==> config.mk <==
export PLATFORM = sky130hd
export DESIGN_NAME = ysyx_22041412_mdu_ctrl
export DESIGN_NICKNAME = d
export VERILOG_FILES = /design/src/rtl/ysyx_22041412_mdu_ctrl.sv
export SDC_FILE = /design/constraint.sdc
export NUM_CORES = 1
export LEC_CHECK = 0
export ABC_AREA = 1
export CAP_MARGIN = 40
export CORE_MARGIN = 5
export CORE_UTILIZATION = 45
export DETAILED_ROUTE_END_ITERATION = 16
export GPL_ROUTABILITY_DRIVEN = 0
export HOLD_SLACK_MARGIN = 0.1
export PLACE_DENSITY = 0.74
export SYNTH_ARGS = -nofsm -noshare
export SYNTH_HDL_FRONTEND = slang
export SYNTH_SLANG_ARGS = --single-unit
==> constraint.sdc <==
create_clock -name clk -period 3 [get_ports clk]
set_input_delay 0.3 -clock clk [delete_from_list [all_inputs] [get_ports clk]]
set_output_delay 0.3 -clock clk [all_outputs]
set_load 0.005 [all_outputs]
==> src/rtl/ysyx_22041412_mdu_ctrl.sv <==
`default_nettype none
// ============================================================================
//  Module   : ysyx_22041412_mdu_ctrl
//  Purpose  : Upstream sequencer for the RV64 M-extension multiply/divide unit.
//             Accepts an op from EXU, converts operands to unsigned magnitudes
//             (word-sized for *W ops), issues a one-cycle strobe to the unit,
//             waits LAT cycles, then applies the sign fix-up and the W-result
//             sign extension. Divide-by-zero and signed overflow are resolved
//             locally without touching the unit.
//  Ports    : clk, rst_n                 clock / synchronous active-low reset
//             in_valid_i/in_ready_o      op handshake from EXU
//             in_func3_i, in_word_i      RV funct3 and *W flag
//             in_rs1_i, in_rs2_i         source operands
//             mul_en_o, mul_a_o,
//             mul_b_o, mul_func3_o       issue interface to the unit
//             mul_data_i                 unit result (LAT cycles after issue)
//             out_valid_o/out_ready_i    result handshake to EXU/WBU
//             out_data_o, out_illegal_o  final result and illegal-op flag
//  Revision : 1.0  initial release
// ============================================================================
module ysyx_22041412_mdu_ctrl #(
    parameter int LAT = 1
) (
    input  logic        clk,
    input  logic        rst_n,
    input  logic        in_valid_i,
    output logic        in_ready_o,
    input  logic [2:0]  in_func3_i,
    input  logic        in_word_i,
    input  logic [63:0] in_rs1_i,
    input  logic [63:0] in_rs2_i,
    output logic        mul_en_o,
    output logic [63:0] mul_a_o,
    output logic [63:0] mul_b_o,
    output logic [2:0]  mul_func3_o,
    input  logic [63:0] mul_data_i,
    output logic        out_valid_o,
    input  logic        out_ready_i,
    output logic [63:0] out_data_o,
    output logic        out_illegal_o
);

    localparam int CNT_W = (LAT > 1) ? $clog2(LAT) : 1;

    typedef enum logic [1:0] {
        S_IDLE  = 2'd0,
        S_ISSUE = 2'd1,
        S_WAIT  = 2'd2,
        S_DONE  = 2'd3
    } state_t;

    state_t             state_q;
    logic               mul_en_q;
    logic [63:0]        mul_a_q;
    logic [63:0]        mul_b_q;
    logic [2:0]         mul_func3_q;
    logic [63:0]        out_data_q;
    logic               out_illegal_q;
    logic               neg_q;
    logic               word_q;
    logic [CNT_W-1:0]   cnt_q;

    // ------------------------------------------------------------------
    // Operand preparation (combinational, evaluated on the accept cycle)
    // ------------------------------------------------------------------
    logic        is_signed, is_div, is_rem, is_quot, is_illegal;
    logic [63:0] a_ext, b_ext, a_mag, b_mag, a_min;
    logic        sign_a, sign_b, div_zero, sgn_ovf, is_special, neg_d;
    logic [63:0] special_res_d;
    logic [2:0]  unit_func3_d;
    logic [63:0] post_neg, post_res_d;

    function automatic logic [63:0] word_fix(input logic [63:0] r, input logic w);
        word_fix = w ? {{32{r[31]}}, r[31:0]} : r;
    endfunction

    assign is_signed  = (in_func3_i == 3'b100) || (in_func3_i == 3'b110);
    assign is_div     = in_func3_i[2];
    assign is_rem     = in_func3_i[2] & in_func3_i[1];
    assign is_quot    = in_func3_i[2] & ~in_func3_i[1];
    assign is_illegal = ~in_func3_i[2] & (in_func3_i[1:0] != 2'b00);

    // W ops: sign-extend for signed div/rem, zero-extend otherwise (MUL low
    // 32 bits do not depend on the upper operand bits).
    assign a_ext = in_word_i ? {{32{is_signed & in_rs1_i[31]}}, in_rs1_i[31:0]} : in_rs1_i;
    assign b_ext = in_word_i ? {{32{is_signed & in_rs2_i[31]}}, in_rs2_i[31:0]} : in_rs2_i;

    assign sign_a = is_signed & a_ext[63];
    assign sign_b = is_signed & b_ext[63];
    assign a_mag  = sign_a ? (64'd0 - a_ext) : a_ext;
    assign b_mag  = sign_b ? (64'd0 - b_ext) : b_ext;

    // Most negative value as it appears after W sign extension.
    assign a_min      = in_word_i ? 64'hFFFF_FFFF_8000_0000 : 64'h8000_0000_0000_0000;
    assign div_zero   = is_div & (b_ext == 64'd0);
    assign sgn_ovf    = is_signed & (a_ext == a_min) & (b_ext == {64{1'b1}});
    assign is_special = div_zero | sgn_ovf;

    always_comb begin
        special_res_d = 64'd0;
        if (div_zero) begin
            special_res_d = is_rem ? a_ext : {64{1'b1}};
        end else if (sgn_ovf) begin
            special_res_d = is_rem ? 64'd0 : a_ext;
        end
    end

    assign neg_d        = is_rem ? sign_a : (is_quot & (sign_a ^ sign_b));
    assign unit_func3_d = {in_func3_i[2], in_func3_i[1] & in_func3_i[2], 1'b0};

    // Fix-up of the unit's unsigned result.
    assign post_neg   = neg_q ? (64'd0 - mul_data_i) : mul_data_i;
    assign post_res_d = word_fix(post_neg, word_q);

    // ------------------------------------------------------------------
    // Sequencer
    // ------------------------------------------------------------------
    always_ff @(posedge clk) begin
        if (!rst_n) begin
            state_q       <= S_IDLE;
            mul_en_q      <= 1'b0;
            mul_a_q       <= 64'd0;
            mul_b_q       <= 64'd0;
            mul_func3_q   <= 3'b000;
            out_data_q    <= 64'd0;
            out_illegal_q <= 1'b0;
            neg_q         <= 1'b0;
            word_q        <= 1'b0;
            cnt_q         <= '0;
        end else begin
            case (state_q)
                S_IDLE: begin
                    if (in_valid_i) begin
                        out_illegal_q <= is_illegal;
                        neg_q         <= neg_d;
                        word_q        <= in_word_i;
                        if (is_illegal) begin
                            out_data_q <= 64'd0;
                            state_q    <= S_DONE;
                        end else if (is_special) begin
                            out_data_q <= word_fix(special_res_d, in_word_i);
                            state_q    <= S_DONE;
                        end else begin
                            // Strobe goes high for the ISSUE cycle only.
                            mul_en_q    <= 1'b1;
                            mul_a_q     <= a_mag;
                            mul_b_q     <= b_mag;
                            mul_func3_q <= unit_func3_d;
                            state_q     <= S_ISSUE;
                        end
                    end
                end
                S_ISSUE: begin
                    mul_en_q <= 1'b0;
                    cnt_q    <= CNT_W'(LAT - 1);
                    state_q  <= S_WAIT;
                end
                S_WAIT: begin
                    if (cnt_q != '0) begin
                        cnt_q <= cnt_q - CNT_W'(1);
                    end else begin
                        out_data_q  <= post_res_d;
                        mul_a_q     <= 64'd0;
                        mul_b_q     <= 64'd0;
                        mul_func3_q <= 3'b000;
                        state_q     <= S_DONE;
                    end
                end
                S_DONE: begin
                    if (out_ready_i) begin
                        state_q <= S_IDLE;
                    end
                end
                default: state_q <= S_IDLE;
            endcase
        end
    end

    assign in_ready_o    = (state_q == S_IDLE);
    assign out_valid_o   = (state_q == S_DONE);
    assign mul_en_o      = mul_en_q;
    assign mul_a_o       = mul_a_q;
    assign mul_b_o       = mul_b_q;
    assign mul_func3_o   = mul_func3_q;
    assign out_data_o    = out_data_q;
    assign out_illegal_o = out_illegal_q;

endmodule
`default_nettype wire

==> reports/qor.csv <==
stage,metric,value,unit
outcome,status,finished clean,
critical_path,Required @ worst endpoint,3.39,ns
layout,Non-Filler Instances,3773,
sta,Max-slew headroom,42.4,%
floorplanning,# IOs,399,
clocking,Num CTS Buffers,17,
logic_synthesis,Synth Warn #,0,
clocking,largest buffer count on any clock path,2,
sta,hold violation total from the final report,0,
clocking,Setup Buffers After CTS,0,
grt,initial antenna violation count,5,
grt,gr ovfl total,0,
routing,total wire length,69300,um
layout,"commonest non-fill, non-tap cells in the layout","nand2_1 (795), clkdlybuf4s50_1 (396), nor2_1 (389)",
grt,largest net degree at the start of global routing,78,
routing,DRC Markers,0,
logic_synthesis,fraction of registers with async set/reset,0,%
floorplanning,Initial Util,45.7,%
logic_synthesis,sequential area share after synthesis,25.2,%
sta,RSZ-0062 raised after global routing,false,
logic_synthesis,number of synthesized flops with an enable pin,0,
critical_path,Crit-path slowest cell,clkdlybuf4s50_1,
logic_synthesis,Synth area leaders,"dfxtp_1 (25%), nand2_1 (19%), nor2_1 (9.2%), a21oi_1 (8.8%), nand3_1 (7.8%)",
critical_path,worst path arrival time,3.23,ns
critical_path,cell chain of the critical path,clkdlybuf4s50_1 -> buf_4 -> nand2_1 -> o21ai_1 -> buf_4 -> o21ai_0 -> inv_1 -> nor3_1 -> nand2_1 -> nor3_1 -> buf_4 -> nor2_1 -> nor2_1 -> nand2_1 -> a21oi_1,
clocking,Root Driver,clkbuf_16,
logic_synthesis,Post-synth top flop,dfxtp_1,
logic_synthesis,Yosys reg bits,200,
floorplanning,Die Span Y,198,um
clocking,H-tree depth,4,
sta,worst setup margin,0.155,ns
logic_synthesis,syn avg cell area,5.69,um^2
floorplanning,die area,39100,um^2
critical_path,CP bufs+invs,5,
floorplanning,Cell Rows,68,
critical_path,CP max stage delay,0.50,ns
routing,via count,21400,
grt,Global Route Usage Sum,33.7,%
routing,drt wl/cell,18.4,um
placement,Final HPWL DP,55900,um
logic_synthesis,Yosys top cell area share,25.2,%
sta,max frequency,0.351,GHz
power,PwrDens,524,nW/um^2
layout,Synth-to-Final Area Change,41.4,%
routing,Vias/cell,5.66,
sta,skew final,0.0130,ns
min_path,Hold Crit Class,in -> reg,
layout,share of cells above drive strength 1,9.38,%
floorplanning,core box area,34700,um^2
floorplanning,die width,198,um
logic_synthesis,Synthesized Nets,2998,
clocking,# clock sinks,200,
clocking,Worst-path clk slew,0.08,ns
sta,Slew Limit Fails,0,
layout,"commonest non-fill, non-tap cell in the layout",nand2_1,
sta,min Tclk post-route,2.85,ns
logic_synthesis,mux contribution to synthesized area,0,%
critical_path,critical path class,in -> reg,
layout,Final Util,64.6,%
logic_synthesis,"Cell Area, Synth",15900,um^2
critical_path,crit path launch type,primary input,
placement,PortBufs,397,
logic_synthesis,XOR/XNOR Fraction of Synth Area,4.80,%
clocking,CTS tree,done,
routing,number of DRC markers in iteration 0,2614,
layout,nets,3510,
logic_synthesis,compound-gate portion of the synthesized area,17.0,%
critical_path,crit-path max FO,20,
logic_synthesis,"area leader, netlist",dfxtp_1,
sta,Setup Viol. Count Final,0,
placement,dpl ws,-0.206,ns
flow_run,max-cap viol count,0,
logic_synthesis,Yosys cell types,46,
logic_synthesis,gate count of the mapped netlist,2790,
routing,Pre-antenna DRT Iters,9,
grt,vias in the first global route,20300,
placement,dpl cells,3738,
critical_path,crit end category,flop,
power,Leakage,9.66,nW
sta,Worst Tran Pin Value,0.863,ns
critical_path,critical path's top delay family,buffers and inverters,
logic_synthesis,simple-gate share of the synthesized area,41.9,%
logic_synthesis,largest family of logic cells by synthesized area,simple AND/OR/NAND/NOR gates,
routing,Routed Antenna Nets,0,
logic_synthesis,post-synthesis adder-cell area fraction,0.631,%
sta,Tcrit/Tclk final,94.8,%
power,VDD IR-drop max,0.000560,V
grt,wire length of the first global-routing pass,107000,um
clocking,worst skew pair latency,0.46,ns
## worst paths after layout
path            startpoint           to  slack, ns  cells after the start
max          in_func3_i[2]  mul_a_o[63]       0.15                     15
min                  rst_n  mul_a_o[28]       0.40                      3
max reg2reg     state_q[1]  mul_b_o[54]       0.76                     10
min reg2reg    mul_a_o[21]  mul_a_o[21]       0.46                      2
## logic make-up (layout without fill, tap and decap cells)
family / count (synthesis) / count (layout)
DFF: 200 / 200
other: 1 / 4
xor gates and xnor gates: 87 / 87
and+or+nand+nor: 1586 / 1586
buffers and inverters: 390 / 915
adders and majority gates: 8 / 8
AOI/OAI and AO/OA: 518 / 518
## tightest hold or removal path, delay by kind of cell
kind	cells	cell delay (ns)
buf+inv	2	0.31
compound gates	1	0.19
## metrics by stage
stage / hold WS, ns / instance area [um^2] / TNS [ns] / total power, mW
after detailed placement: 0.451 / 21800 / -17.48 / 9.24
final: 0.399 / 22400 / 0 / 11.8
after global placement: 0.450 / 21800 / -5.86 / 9.13
after CTS: 0.381 / 22400 / 0 / 11.7
after floorplan: 0.448 / 15900 / 0 / 6.34
after global routing: 0.413 / 22400 / 0 / 12.4
## synthesized netlist by cell type (11+ instances only)
cell	n
or2_2	16
nor3_1	36
o31ai_1	13
nand3_1	246
buf_2	25
a21oi_1	280
xor2_1	79
inv_1	240
clkbuf_1	81
o21ai_1	63
nand4_1	58
nand2_1	796
dfxtp_1	200
buf_6	14
nor2_1	390
nand3b_1	11
buf_4	15
o21ai_0	138
## layer usage
layer  wire (um)  vias up  GRT usage (%)
li1            -    10100              -
met4        4100        4           17.0
met2       30500     1368           53.5
met5          14        -              0
met1       26700     9640           42.9
met3        8010      273           7.73
## state kept, by name (all words and copies together), names as in the netlist
register and flops:
state_q 2, out_data_o 64, out_illegal_o 1, mul_a_o 64
mul_b_o 64, word_q 1, mul_en_o 1, mul_func3_o 2
neg_q 1
## final cells by class
| class | instances | area [um^2] |
|---|---|---|
| clock inverter | 13 | 164 |
| sequential | 200 | 4000 |
| tap | 455 | 569 |
| multi-input combinational | 2200 | 10200 |
| antenna | 3 | 7.51 |
| timing repair buffer | 632 | 6060 |
| fill | 3187 | 12300 |
| clock buffer | 19 | 453 |
| inverter | 251 | 946 |
## repair_timing
item / 4_1_cts / 5_1_grt
hold buffers: 0 / 0
endpoints found under the setup margin: 0 / 1
resized for setup: 0 / 1
## power breakdown
part	internal (mW)	leakage (nW)	switching, mW
clock network	1.30	0.295	1.17
logic	2.63	7.74	3.01
registers	3.24	1.63	0.418
total	7.17	9.66	4.59
Power figures use the tool's default switching activity.
